### config.mk
export PLATFORM = sky130hd
export DESIGN_NAME = nv_ram_rwsp_4x64_fifo_ctrl
export DESIGN_NICKNAME = d
export VERILOG_FILES = /design/src/rtl/nv_ram_rwsp_4x64_fifo_ctrl_pkg.sv /design/src/rtl/nv_ram_fifo_obuf.sv /design/src/rtl/nv_ram_rwsp_4x64_fifo_ctrl.sv
export SDC_FILE = /design/constraint.sdc
export NUM_CORES = 1
export LEC_CHECK = 0
export ABC_AREA = 1
export BUFFER_PORTS_ARGS = -buffer_cell sky130_fd_sc_hd__buf_2
export CAP_MARGIN = 20
export CORE_ASPECT_RATIO = 1.1
export CORE_UTILIZATION = 35
export CTS_CLUSTER_SIZE = 16
export DETAILED_ROUTE_END_ITERATION = 8
export RECOVER_POWER = 100
export SLEW_MARGIN = 20
export SYNTH_ARGS = -nofsm -noshare
export SYNTH_HDL_FRONTEND = slang
export SYNTH_SLANG_ARGS = --single-unit
### constraint.sdc
create_clock -name nvdla_core_clk -period 5.7 [get_ports nvdla_core_clk]
set_input_delay 0.855 -clock nvdla_core_clk [delete_from_list [all_inputs] [get_ports nvdla_core_clk]]
set_output_delay 0.855 -clock nvdla_core_clk [all_outputs]
set_load 0.005 [all_outputs]
### src/rtl/nv_ram_rwsp_4x64_fifo_ctrl_pkg.sv
// Shared constants for the 4x64 RAM FIFO controller and its output buffer.
package nv_ram_rwsp_4x64_fifo_ctrl_pkg;

    localparam int FIFO_WIDTH = 64;
    localparam int RAM_DEPTH  = 4;
    localparam int RAM_AW     = 2;
    localparam int OUT_DEPTH  = 3;
    localparam int OUT_PW     = 2;
    localparam int CNT_W      = 3;

    // Occupancy thresholds in counter width.
    localparam logic [CNT_W-1:0] RAM_FULL_CNT = 3'd4;
    localparam logic [CNT_W-1:0] OUT_FULL_CNT = 3'd3;

    // Advance an output-buffer pointer modulo OUT_DEPTH (3 entries).
    function automatic logic [OUT_PW-1:0] obuf_ptr_inc(input logic [OUT_PW-1:0] ptr);
        logic [OUT_PW-1:0] nxt;
        case (ptr)
            2'd0:    nxt = 2'd1;
            2'd1:    nxt = 2'd2;
            2'd2:    nxt = 2'd0;
            default: nxt = 2'd0;
        endcase
        return nxt;
    endfunction

endpackage

### src/rtl/nv_ram_fifo_obuf.sv
// Three-entry circular output buffer: push at tail, pop from head, head is
// presented combinationally from registers so it holds while not popped.
module nv_ram_fifo_obuf
    import nv_ram_rwsp_4x64_fifo_ctrl_pkg::*;
#(
    parameter int WIDTH = FIFO_WIDTH
) (
    input  logic              clk,
    input  logic              rst_n,
    input  logic              push,
    input  logic [WIDTH-1:0]  push_data,
    input  logic              pop,
    output logic [WIDTH-1:0]  head_data,
    output logic [OUT_PW-1:0] count
);

    logic [WIDTH-1:0]  mem_r [OUT_DEPTH];
    logic [OUT_PW-1:0] wr_ptr_r;
    logic [OUT_PW-1:0] rd_ptr_r;
    logic [OUT_PW-1:0] cnt_r;

    // Storage, pointers and occupancy; the caller's credit rule prevents overflow.
    always_ff @(posedge clk or negedge rst_n) begin
        if (!rst_n) begin
            for (int i = 0; i < OUT_DEPTH; i++) begin
                mem_r[i] <= {WIDTH{1'b0}};
            end
            wr_ptr_r <= 2'd0;
            rd_ptr_r <= 2'd0;
            cnt_r    <= 2'd0;
        end else begin
            if (push) begin
                mem_r[wr_ptr_r] <= push_data;
                wr_ptr_r        <= obuf_ptr_inc(wr_ptr_r);
            end
            if (pop) begin
                rd_ptr_r <= obuf_ptr_inc(rd_ptr_r);
            end
            cnt_r <= cnt_r + {1'b0, push} - {1'b0, pop};
        end
    end

    assign head_data = mem_r[rd_ptr_r];
    assign count     = cnt_r;

endmodule

### src/rtl/nv_ram_rwsp_4x64_fifo_ctrl.sv
// Valid/ready FIFO controller in front of the 4x64 registered-read RAM.
// Writes go into the RAM; reads are issued (re, then ore) only when the
// output buffer has credit for the word, so the consumer sees 1 word/cycle.
// Optional macro NV_RAM_FIFO_CTRL_BYPASS_EN: a write into a completely empty
// RAM/pipeline goes straight to the output buffer (1-cycle latency).
module nv_ram_rwsp_4x64_fifo_ctrl
    import nv_ram_rwsp_4x64_fifo_ctrl_pkg::*;
#(
    parameter int WIDTH = FIFO_WIDTH
) (
    input  logic              nvdla_core_clk,
    input  logic              nvdla_core_rstn,
    input  logic              wr_pvld,
    output logic              wr_prdy,
    input  logic [WIDTH-1:0]  wr_pd,
    output logic              rd_pvld,
    input  logic              rd_prdy,
    output logic [WIDTH-1:0]  rd_pd,
    output logic              ram_we,
    output logic [RAM_AW-1:0] ram_wa,
    output logic [WIDTH-1:0]  ram_di,
    output logic              ram_re,
    output logic [RAM_AW-1:0] ram_ra,
    output logic              ram_ore,
    input  logic [WIDTH-1:0]  ram_dout,
    input  logic [31:0]       pwrbus_ram_pd,
    output logic [31:0]       ram_pwrbus_ram_pd,
    output logic [CNT_W-1:0]  fifo_count
);

    logic [RAM_AW-1:0] wr_adr_r;
    logic [RAM_AW-1:0] rd_adr_r;
    logic [CNT_W-1:0]  ram_cnt_r;
    logic              p1_r;
    logic              p2_r;

    logic [OUT_PW-1:0] out_cnt_s;
    logic [WIDTH-1:0]  head_s;
    logic              wr_prdy_s;
    logic              wr_acc_s;
    logic              pop_s;
    logic [CNT_W-1:0]  inflight_s;
    logic              issue_s;
    logic              bypass_s;
    logic              ram_we_s;
    logic              obuf_push_s;
    logic [WIDTH-1:0]  obuf_din_s;

    // Handshakes, read-issue credit, optional bypass and buffer push selection.
    always_comb begin
        wr_prdy_s   = (ram_cnt_r < RAM_FULL_CNT);
        wr_acc_s    = wr_pvld & wr_prdy_s;
        pop_s       = (out_cnt_s != 2'd0) & rd_prdy;
        // Words already committed to the buffer after this cycle's pop.
        inflight_s  = {1'b0, out_cnt_s} + {2'b00, p1_r} + {2'b00, p2_r} - {2'b00, pop_s};
        issue_s     = (ram_cnt_r != 3'd0) && (inflight_s < OUT_FULL_CNT);
`ifdef NV_RAM_FIFO_CTRL_BYPASS_EN
        // Only with RAM and read pipeline empty, so ordering cannot break.
        bypass_s    = wr_acc_s && (ram_cnt_r == 3'd0) && !p1_r && !p2_r &&
                      (({1'b0, out_cnt_s} - {2'b00, pop_s}) < OUT_FULL_CNT);
`else
        bypass_s    = 1'b0;
`endif
        ram_we_s    = wr_acc_s & ~bypass_s;
        obuf_push_s = p2_r | bypass_s;
        if (p2_r) begin
            obuf_din_s = ram_dout;
        end else begin
            obuf_din_s = wr_pd;
        end
    end

    // Address pointers, RAM occupancy and the two-stage read pipeline.
    always_ff @(posedge nvdla_core_clk or negedge nvdla_core_rstn) begin
        if (!nvdla_core_rstn) begin
            wr_adr_r  <= 2'd0;
            rd_adr_r  <= 2'd0;
            ram_cnt_r <= 3'd0;
            p1_r      <= 1'b0;
            p2_r      <= 1'b0;
        end else begin
            if (ram_we_s) begin
                wr_adr_r <= wr_adr_r + 2'd1;
            end
            if (issue_s) begin
                rd_adr_r <= rd_adr_r + 2'd1;
            end
            ram_cnt_r <= ram_cnt_r + {2'b00, ram_we_s} - {2'b00, issue_s};
            p1_r      <= issue_s;
            p2_r      <= p1_r;
        end
    end

    nv_ram_fifo_obuf #(
        .WIDTH (WIDTH)
    ) u_obuf (
        .clk       (nvdla_core_clk),
        .rst_n     (nvdla_core_rstn),
        .push      (obuf_push_s),
        .push_data (obuf_din_s),
        .pop       (pop_s),
        .head_data (head_s),
        .count     (out_cnt_s)
    );

    assign wr_prdy           = wr_prdy_s;
    assign ram_we            = ram_we_s;
    assign ram_wa            = wr_adr_r;
    assign ram_di            = wr_pd;
    assign ram_re            = issue_s;
    assign ram_ra            = rd_adr_r;
    assign ram_ore           = p1_r;
    assign rd_pvld           = (out_cnt_s != 2'd0);
    assign rd_pd             = head_s;
    assign ram_pwrbus_ram_pd = pwrbus_ram_pd;
    assign fifo_count        = ram_cnt_r + {2'b00, p1_r} + {2'b00, p2_r} + {1'b0, out_cnt_s};

endmodule

After elaboration in Yosys (flattened, before gate mapping)
Cells that the tools add are included.

Equal/unequal tests: 2. Magnitude comparators: 5. Reduce and logical (&&, ||, !) cells: 6. Bitwise gates (word level): 4. Multiplexer cells: 9. Add/sub/neg operators: 12.

Operators with widths (count): 2-to-1 mux 64 bit (4); bitwise mux 192 bit (1); binary-select mux 64 bit (select 2 bit) (1); demux 64 bit (select 2 bit) (1); adder 3 x 1 -> 3 bit (4); one-hot mux 2 bit (2 select lines) (2); >= comparator 3 bit (second input constant) (2); NOT 2 -> 3 bit (2); subtractor 3 x 1 -> 3 bit (2); adder 2 x 1 -> 2 bit (second input constant) (2); equality test 2 x 1 -> 1 bit (second input constant) (2); logical NOT 2 bit (2); adder 2 x 1 -> 3 bit (1); adder 3 x 2 -> 3 bit (1); < comparator 3 x 1 -> 1 bit (second input constant) (1); < comparator 3 x 2 -> 1 bit (second input constant) (1); < comparator 3 bit (second input constant) (1); nonzero test 3 bit (1); adder 2 x 1 -> 2 bit (1); AND 1 bit (2); logical AND 1 bit (2); nonzero test 2 bit (1); subtractor 2 x 1 -> 2 bit (1).

Input port bits: 164. Bits in registers: 207. Output and inout bits: 172.

Logic depth before layout (Yosys ltp)
Gate-level depths: netlist of run 1.

Depth after elaboration: 6. Gate-level depth with buffers: 20. Gate-level depth less buffers: 20.

Hierarchy
Synthesis of run 1 repeated with hierarchy kept, for this count alone.

Cell total of the unflattened synthesis: 1540. Area total of the unflattened synthesis: 11664.9 µm².

Modules (own cells, without submodules): nv_ram_fifo_obuf (times used 1, area an instance 9444.1 µm², cells an instance 1170); nv_ram_rwsp_4x64_fifo_ctrl (times used 1, area an instance 2220.9 µm², cells an instance 370).

Worst setup path after synthesis of run 1
Ideal clock, no wire load.

Path kind: input to register. Start: input rd_prdy. End: register ram_cnt_r[2]. Arrival time: 3640 ps. Data required time: 5621 ps. Path buffers: 0. Slack: 1980 ps. Stages on the path: 18. Cells stage by stage: nand2_1 > inv_1 > ha_1 > fa_1 > inv_1 > fa_1 > inv_1 > nor2_1 > nor2_1 > nand3_1 > inv_1 > ha_1 > inv_1 > ha_1 > inv_1 > fa_1 > xnor2_1 > xor2_1.

Cells in the longest elaborated chain, start to end: 5.

Ends and longest elaborated chain: start: declaration (line nv_ram_rwsp_4x64_fifo_ctrl.sv:17) `input logic rd_prdy,`; AND 1 bit (line nv_ram_rwsp_4x64_fifo_ctrl.sv:53) `pop_s = (out_cnt_s != 2'd0) & rd_prdy;`; named net pop_s (line nv_ram_rwsp_4x64_fifo_ctrl.sv:41) `logic pop_s;`; subtractor 3 x 1 -> 3 bit (line nv_ram_rwsp_4x64_fifo_ctrl.sv:55) `inflight_s = {1'b0, out_cnt_s} + {2'b00, p1_r} + {2'b00, p2_r} - {2'b00, pop_s};`; < comparator 3 x 2 -> 1 bit (line nv_ram_rwsp_4x64_fifo_ctrl.sv:56) `issue_s = (ram_cnt_r != 3'd0) && (inflight_s < OUT_FULL_CNT);`; logical AND 1 bit (line nv_ram_rwsp_4x64_fifo_ctrl.sv:56); named net ram_re (line nv_ram_rwsp_4x64_fifo_ctrl.sv:22) `output logic ram_re,`; subtractor 3 x 1 -> 3 bit (line nv_ram_rwsp_4x64_fifo_ctrl.sv:88) `ram_cnt_r <= ram_cnt_r + {2'b00, ram_we_s} - {2'b00, issue_s};`; end signal: assignment (line nv_ram_rwsp_4x64_fifo_ctrl.sv:88); end: declaration (line nv_ram_rwsp_4x64_fifo_ctrl.sv:33) `logic [CNT_W-1:0] ram_cnt_r;`.

The timed path passes the listed nets, and every way through them passes these cells. A chain may end at the register's enable or synchronous reset.

Worst setup path after layout of run 1
Start: register p2_r, in the netlist obuf_push_s. End: register u_obuf.mem_r[37] (netlist bit).

Cells in the longest elaborated chain, start to end: 2.

Ends and longest elaborated chain: start: declaration (line nv_ram_rwsp_4x64_fifo_ctrl.sv:35) `logic p2_r;`; start signal: assignment (line nv_ram_rwsp_4x64_fifo_ctrl.sv:90) `p2_r <= p1_r;`; 2-to-1 mux 64 bit (line nv_ram_rwsp_4x64_fifo_ctrl.sv:66) `if (p2_r) begin`; bitwise mux 192 bit (line nv_ram_fifo_obuf.sv:33) `mem_r[wr_ptr_r] <= push_data;`; end signal: indexed assignment (line nv_ram_fifo_obuf.sv:26) `mem_r[i] <= {WIDTH{1'b0}};`; end signal: indexed assignment (line nv_ram_fifo_obuf.sv:33); end: declaration (line nv_ram_fifo_obuf.sv:17) `logic [WIDTH-1:0] mem_r [OUT_DEPTH];`.

Parallel ways exist; a longest one is shown, timed or not.

==> flow_summary.yaml, run 1 <==
yosys:
  synthArstFlopShare_pct: 100
  ys_ff_latch: 207
  syn_area_per_cell_sq_um: 7.81
  synth_edf_count: 0
  syn_area_sq_mm: 0.0107
  netlist_top_cells_area: "dfrtp_1 (48%), nand2_1 (21%), buf_4 (6.8%)"
  seq_area_frac_synth_pct: 48.3
  synth_flop_cell: "dfrtp_1"
  yosysTopAreaCell: "dfrtp_1"
  synth_fp_nets: 1549
  ys_warn_count: 0
  synthTopCellsByCount: "nand2_1 (590), dfrtp_1 (207), inv_1 (140)"
  synth_top_area_share_pct: 48.3
  netlist_instances: 1373
  ys_types: 22
  synth.most_common_cell: "nand2_1"
sta:
  setup_ws_ps: 1370
  hold_violations: 0
  tns_ps: 0
  holdWs_ps: 468
  timing.final.crit_share_pct: 76.0
  tightest_slew_ps: 3450
  slew_headroom_pct: -130
  layout_min_cycle_time_ps: 4330
  timing.fmax_mhz: 231
  skew_ps: 13.2
  report.final.slew_viol_count: 272
  setup_viol: 0
  rsz0062_at_grt: "false"
power:
  p_seq_share_pct: 34.7
  power_frac_clock_pct: 21.9
  swShare_pct: 41.2
  p_per_area_mw_per_mm2: 596
  switching_power_mw: 3.01
  p_int_mw: 4.30
  ir_worst_vdd_v: 0.000289
  p_comb_share_pct: 43.4
  p_leak_nw: 6.26
placed_design:
  postPlaceCellArea_sq_mm: 0.0116
  io_buffer_count: 271
  dp_hpwl_um: 17300
  gp_congestion: 0.725
  dp_slack_ps: 1680
floorplanning:
  dieHeight_um: 186
  io_pins: 336
  core_area_sq_mm: 0.0298
  die_area_sq_mm: 0.0313
  rows: 66
  initial_core_util_pct: 36.0
  dieWidth_um: 169
drt:
  postRouteAntennaNets: 0
  first_pass_iters: 5
  remaining_drc_errors: 0
  totalWireLength_um: 27700
  via_count: 8820
  routedWlPerCell_um: 14.3
  via_per_inst: 4.56
  first_iter_violations: 472
cells_and_area:
  utilization_pct: 41.1
  synthToLayoutAreaGrowth_pct: 14.4
  fin_nets: 1687
  fin_area_sq_mm: 0.0123
  drive_gt1_share_pct: 15.2
  fillers: 3194
  antenna_cells: 0
critical_path:
  cp_max_fo: 77
  endpoint_kind: "flip-flop"
  critPathKind: "flip-flop to flip-flop"
  crit_path_start_kind: "flip-flop"
  cp.arrival_ps: 4750
  critPathRequiredTime_ps: 6120
grt:
  track_usage_pct: 18.0
  grt_pass1_vias: 8708
  grt_pass1_wl_um: 45000
  grt_overflow: 0
  antenna_found_initial: 0
  grt_max_degree: 109
cts:
  cts_resized: 0
  clk_pin_slew_ps: 60
  clockRootBuffer: "clkbuf_16"
  h-tree-depth: 1
  cts_tree: "done"
  cts_sinks: 207
  cts_hold_buffers: 0
  cts_setup_buffers: 0
  clk_latency_ps: 520
  cts_buffers: 24
  clockBufferDepth: 3
run:
  drv_cap: 5
run_status:
  violations: "capacitance limit, slew limit"
  status: "finished, violations left"
worst_hold_path:
  min_path_type: "flip-flop to flip-flop"
[area by class of cell]
type	instances	area, sq um	share of cell area, %
Sequential cell	207	5180	42.2
Multi-Input combinational cell	853	3880	31.6
Timing Repair Buffer	283	1340	10.9
Clock buffer	35	692	5.64
Inverter	142	538	4.39
Tap cell	408	510	4.16
Clock inverter	7	129	1.05
[cells by family (layout without fill, tap and decap cells)]
group                      count (synthesis)  count (layout)  synth area share, %
and+or+nand+nor                          604             604                 21.4
adders and majority gates                 12              12                 1.75
xor gates and xnor gates                   9               9                0.735
DFF                                      207             207                 48.3
AOI/OAI and AO/OA                        228             228                 12.5
buffers and inverters                    313             467                 15.4
[cell usage in the layout, fill, tap and decap left out, drive strengths merged]
cell,n
clkbuf,141
nor3,2
nand2,590
o21ai,164
fa,5
bufinv,3
xor2,5
dfrtp,207
nor2,8
buf,177
nand3,4
clkinvlp,2
o211ai,64
xnor2,4
clkinv,3
ha,7
inv,141
[critical path, cell delays in order, from the launching register on]
cell,delay [ps]
dfrtp_1,380
inv_4,210
nor3_4,170
clkbuf_1,790
clkinvlp_2,1520
buf_4,790
o21ai_0,300
[flip-flops by register name, indices dropped and copies added (netlist names)]
signal	count
ram_cnt_r	3
ram_ore	1
u_obuf.wr_ptr_r	2
ram_ra	2
u_obuf.count	2
obuf_push_s	1
u_obuf.mem_r	192
ram_wa	2
u_obuf.rd_ptr_r	2
[metrics by stage]
stage / power [mW] / instances
floorplan: 4.72 / 1373
global placement: 5.80 / 1892
detailed placement: 5.89 / 1892
CTS: 7.55 / 1934
global route: 8.04 / 1935
finish: 7.32 / 1935
[path summary, 6_finish.rpt]
check / from / to / slack (ps) / cells after the start
setup / recovery: obuf_push_s / u_obuf.mem_r[37] / 1370 / 6
hold / removal: u_obuf.mem_r[164] / u_obuf.mem_r[164] / 470 / 2
setup reg to reg: obuf_push_s / u_obuf.mem_r[37] / 1370 / 6
hold reg to reg: u_obuf.mem_r[164] / u_obuf.mem_r[164] / 470 / 2
max in group asynchronous: nvdla_core_rstn / u_obuf.mem_r[1] / 3020 / 2
min in group asynchronous: nvdla_core_rstn / u_obuf.mem_r[110] / 1080 / 1
[per-layer routing]
metal  global-route usage [%]  vias up  part of all wire (%)
met5                        0        -                     0
met1                     22.9     4080                    45
met3                     2.51       59                   4.8
met2                     31.4      245                    48
li1                         -     4436                     -
met4                     5.85        0                   2.6
[power by group through the flow]
stage,sequential [mW],combinational [mW],clock (mW)
after global placement,2.54,3.26,0
after detailed placement,2.57,3.33,0
after floorplan,2.48,2.24,0
after CTS,2.55,3.35,1.65
after global routing,2.63,3.69,1.72
final,2.54,3.17,1.60
No activity file was read; power rests on OpenSTA's default activity.
==> inputs of run 2 (changes only) <==
clock period = 3.9 ns   (was 5.7 ns; I/O delays follow)
==> run 2 against run 1 <==
  * The run still ends with capacitance limit, slew limit left
  * Via count is essentially flat
  * Die area unchanged
  * Final cell count rose by 0.47%
  * Utilization rose by 0.16 points
  * Critical endpoint is now ram_cnt_r[2]
==> flow_summary.yaml, run 2 (same netlist as run 1, synthesis figures left out) <==
cells_and_area:
  drive_gt1_share_pct: 15.5
  mostFrequentLayoutCell: "nand2_1"
  fin_nets: 1693
  multi_input_area_sq_mm: 0.00386
  synthToLayoutAreaGrowth_pct: 14.8
  top_regs: "u_obuf.mem_r (192), ram_cnt_r (3)"
  sequential_cell_area_sq_mm: 0.00518
  final_cell_mix: "nand2_1 (589), dfrtp_1 (207), buf_2 (164)"
  fillers: 3143
  utilization_pct: 41.3
  largest_register_ffs: 192
  top_register: "u_obuf.mem_r"
  antenna_cells: 0
critical_path:
  endpoint: "ram_cnt_r[2]"
  cp.arrival_ps: 4050
  crit_start: "u_obuf.count[1]"
  r2r_end: "ram_cnt_r[2]"
  critPathMaxStageDelay_ps: 430
  crit_path_start_kind: "flip-flop"
  r2r_cells: 20
  cp_max_fo: 4
  r2r_slack_ps: 300
  cp_common_cell: "inv_1"
  cp_slowest_cell: "fa_1"
  crit_family: "adder cells"
  critPathRequiredTime_ps: 4350
  cp_cell_sequence: "inv_2, nand2_1, nand2_2, inv_1, ha_1, fa_1, inv_1, fa_1, inv_1, nor2_1, nor2_1, nand3_1, inv_1, ha_1, inv_1, ha_1, inv_1, fa_1, xnor2_1, xor2_1"
  endpoint_kind: "flip-flop"
  cp_num_cells: 20
  reg2reg_from: "u_obuf.count[1]"
  path_buf_inv: 7
  critPathKind: "flip-flop to flip-flop"
grt:
  grt_overflow: 0
  grt_max_degree: 91
  grt_pass1_wl_um: 44200
  track_usage_pct: 17.7
  grt_pass1_vias: 8361
  antenna_found_initial: 0
placed_design:
  dp_slack_ps: 171
  gp_congestion: 0.728
  dp_hpwl_um: 17300
  io_buffer_count: 271
drt:
  routedWlPerCell_um: 14.2
  remaining_drc_errors: 0
  via_count: 8816
  first_pass_iters: 5
  postRouteAntennaNets: 0
  first_iter_violations: 400
  totalWireLength_um: 27600
  via_per_inst: 4.53
floorplanning:
  io_pins: 336
  dieWidth_um: 169
  initial_core_util_pct: 36.0
  rows: 66
  core_area_sq_mm: 0.0298
  die_area_sq_mm: 0.0313
  dieHeight_um: 186
cts:
  cts_sinks: 207
  h-tree-depth: 1
  cts_hold_buffers: 0
  clk_latency_ps: 530
  clk_pin_slew_ps: 60
  cts_buffers: 25
  clockRootBuffer: "clkbuf_16"
  clockBufferDepth: 3
  cts_tree: "done"
sta:
  setup_ws_ps: 304
  setup_viol: 0
  timing.fmax_mhz: 278
  hold_violations: 0
  skew_ps: 19.4
  tns_ps: 0
  holdWs_ps: 315
  timing.final.crit_share_pct: 92.2
  report.final.slew_viol_count: 183
  layout_min_cycle_time_ps: 3600
  rsz0062_at_grt: "false"
  slew_headroom_pct: -35.9
  tightest_slew_ps: 2040
power:
  p_per_area_mw_per_mm2: 872
  ir_worst_vdd_v: 0.000407
  p_leak_nw: 6.30
  power_mw: 10.7
worst_hold_path:
  min_path_type: "primary input to flip-flop"
run_status:
  violations: "capacitance limit, slew limit"
  status: "finished, violations left"
run:
  drv_cap: 3
run 2: what timing repair did:
action | CTS | global route
resized for setup | 0 | 3
endpoints found under the setup margin | 0 | 2
buffers inserted | 0 | 0
endpoints found under the hold margin | 0 | 0
run 2: cell type report:
class                      count  share of cell area [%]
sequential                   207                    42.1
multi-input combinational    853                    31.3
timing repair buffer         288                    11.0
clock buffer                  36                    5.98
inverter                     142                    4.34
tap                          408                    4.15
clock inverter                10                    1.12
run 2: stage by stage:
| step | instance area, sq um | std cells |
|---|---|---|
| after floorplan | 10700 | 1373 |
| after global placement | 11700 | 1898 |
| after detailed placement | 11700 | 1898 |
| after CTS | 12600 | 1944 |
| after global routing | 12300 | 1944 |
| final | 12300 | 1944 |
run 2: routing by layer:
metal  vias to the layer above  wire, um  track usage, %
li1                       4447         -               -
met1                      4068     12400            22.7
met2                       252     13300            30.9
met3                        49      1320            2.32
met4                         0       579            5.38
met5                         -         0               0
run 2: how the worst min path moves through the flow:
stage / from / endpoint / cells past startpoint
global placement: ram_ore / obuf_push_s / 0
floorplan: nvdla_core_rstn / obuf_push_s / 0
finish: ram_dout[0] / u_obuf.mem_r[0] / 3
detailed placement: ram_ore / obuf_push_s / 0
global route: ram_dout[0] / u_obuf.mem_r[0] / 3
CTS: nvdla_core_rstn / u_obuf.mem_r[117] / 1
run 2: report_power, final:
part           internal, mW  switching [mW]  total [mW]
Combinational          1.60            2.98        4.57
Sequential             3.22           0.496        3.72
Clock                  1.51           0.930        2.44
run 2: worst min-delay path, stage by stage:
cell and delay [ps]:
buf_2 90, inv_1 50, o21ai_1 60
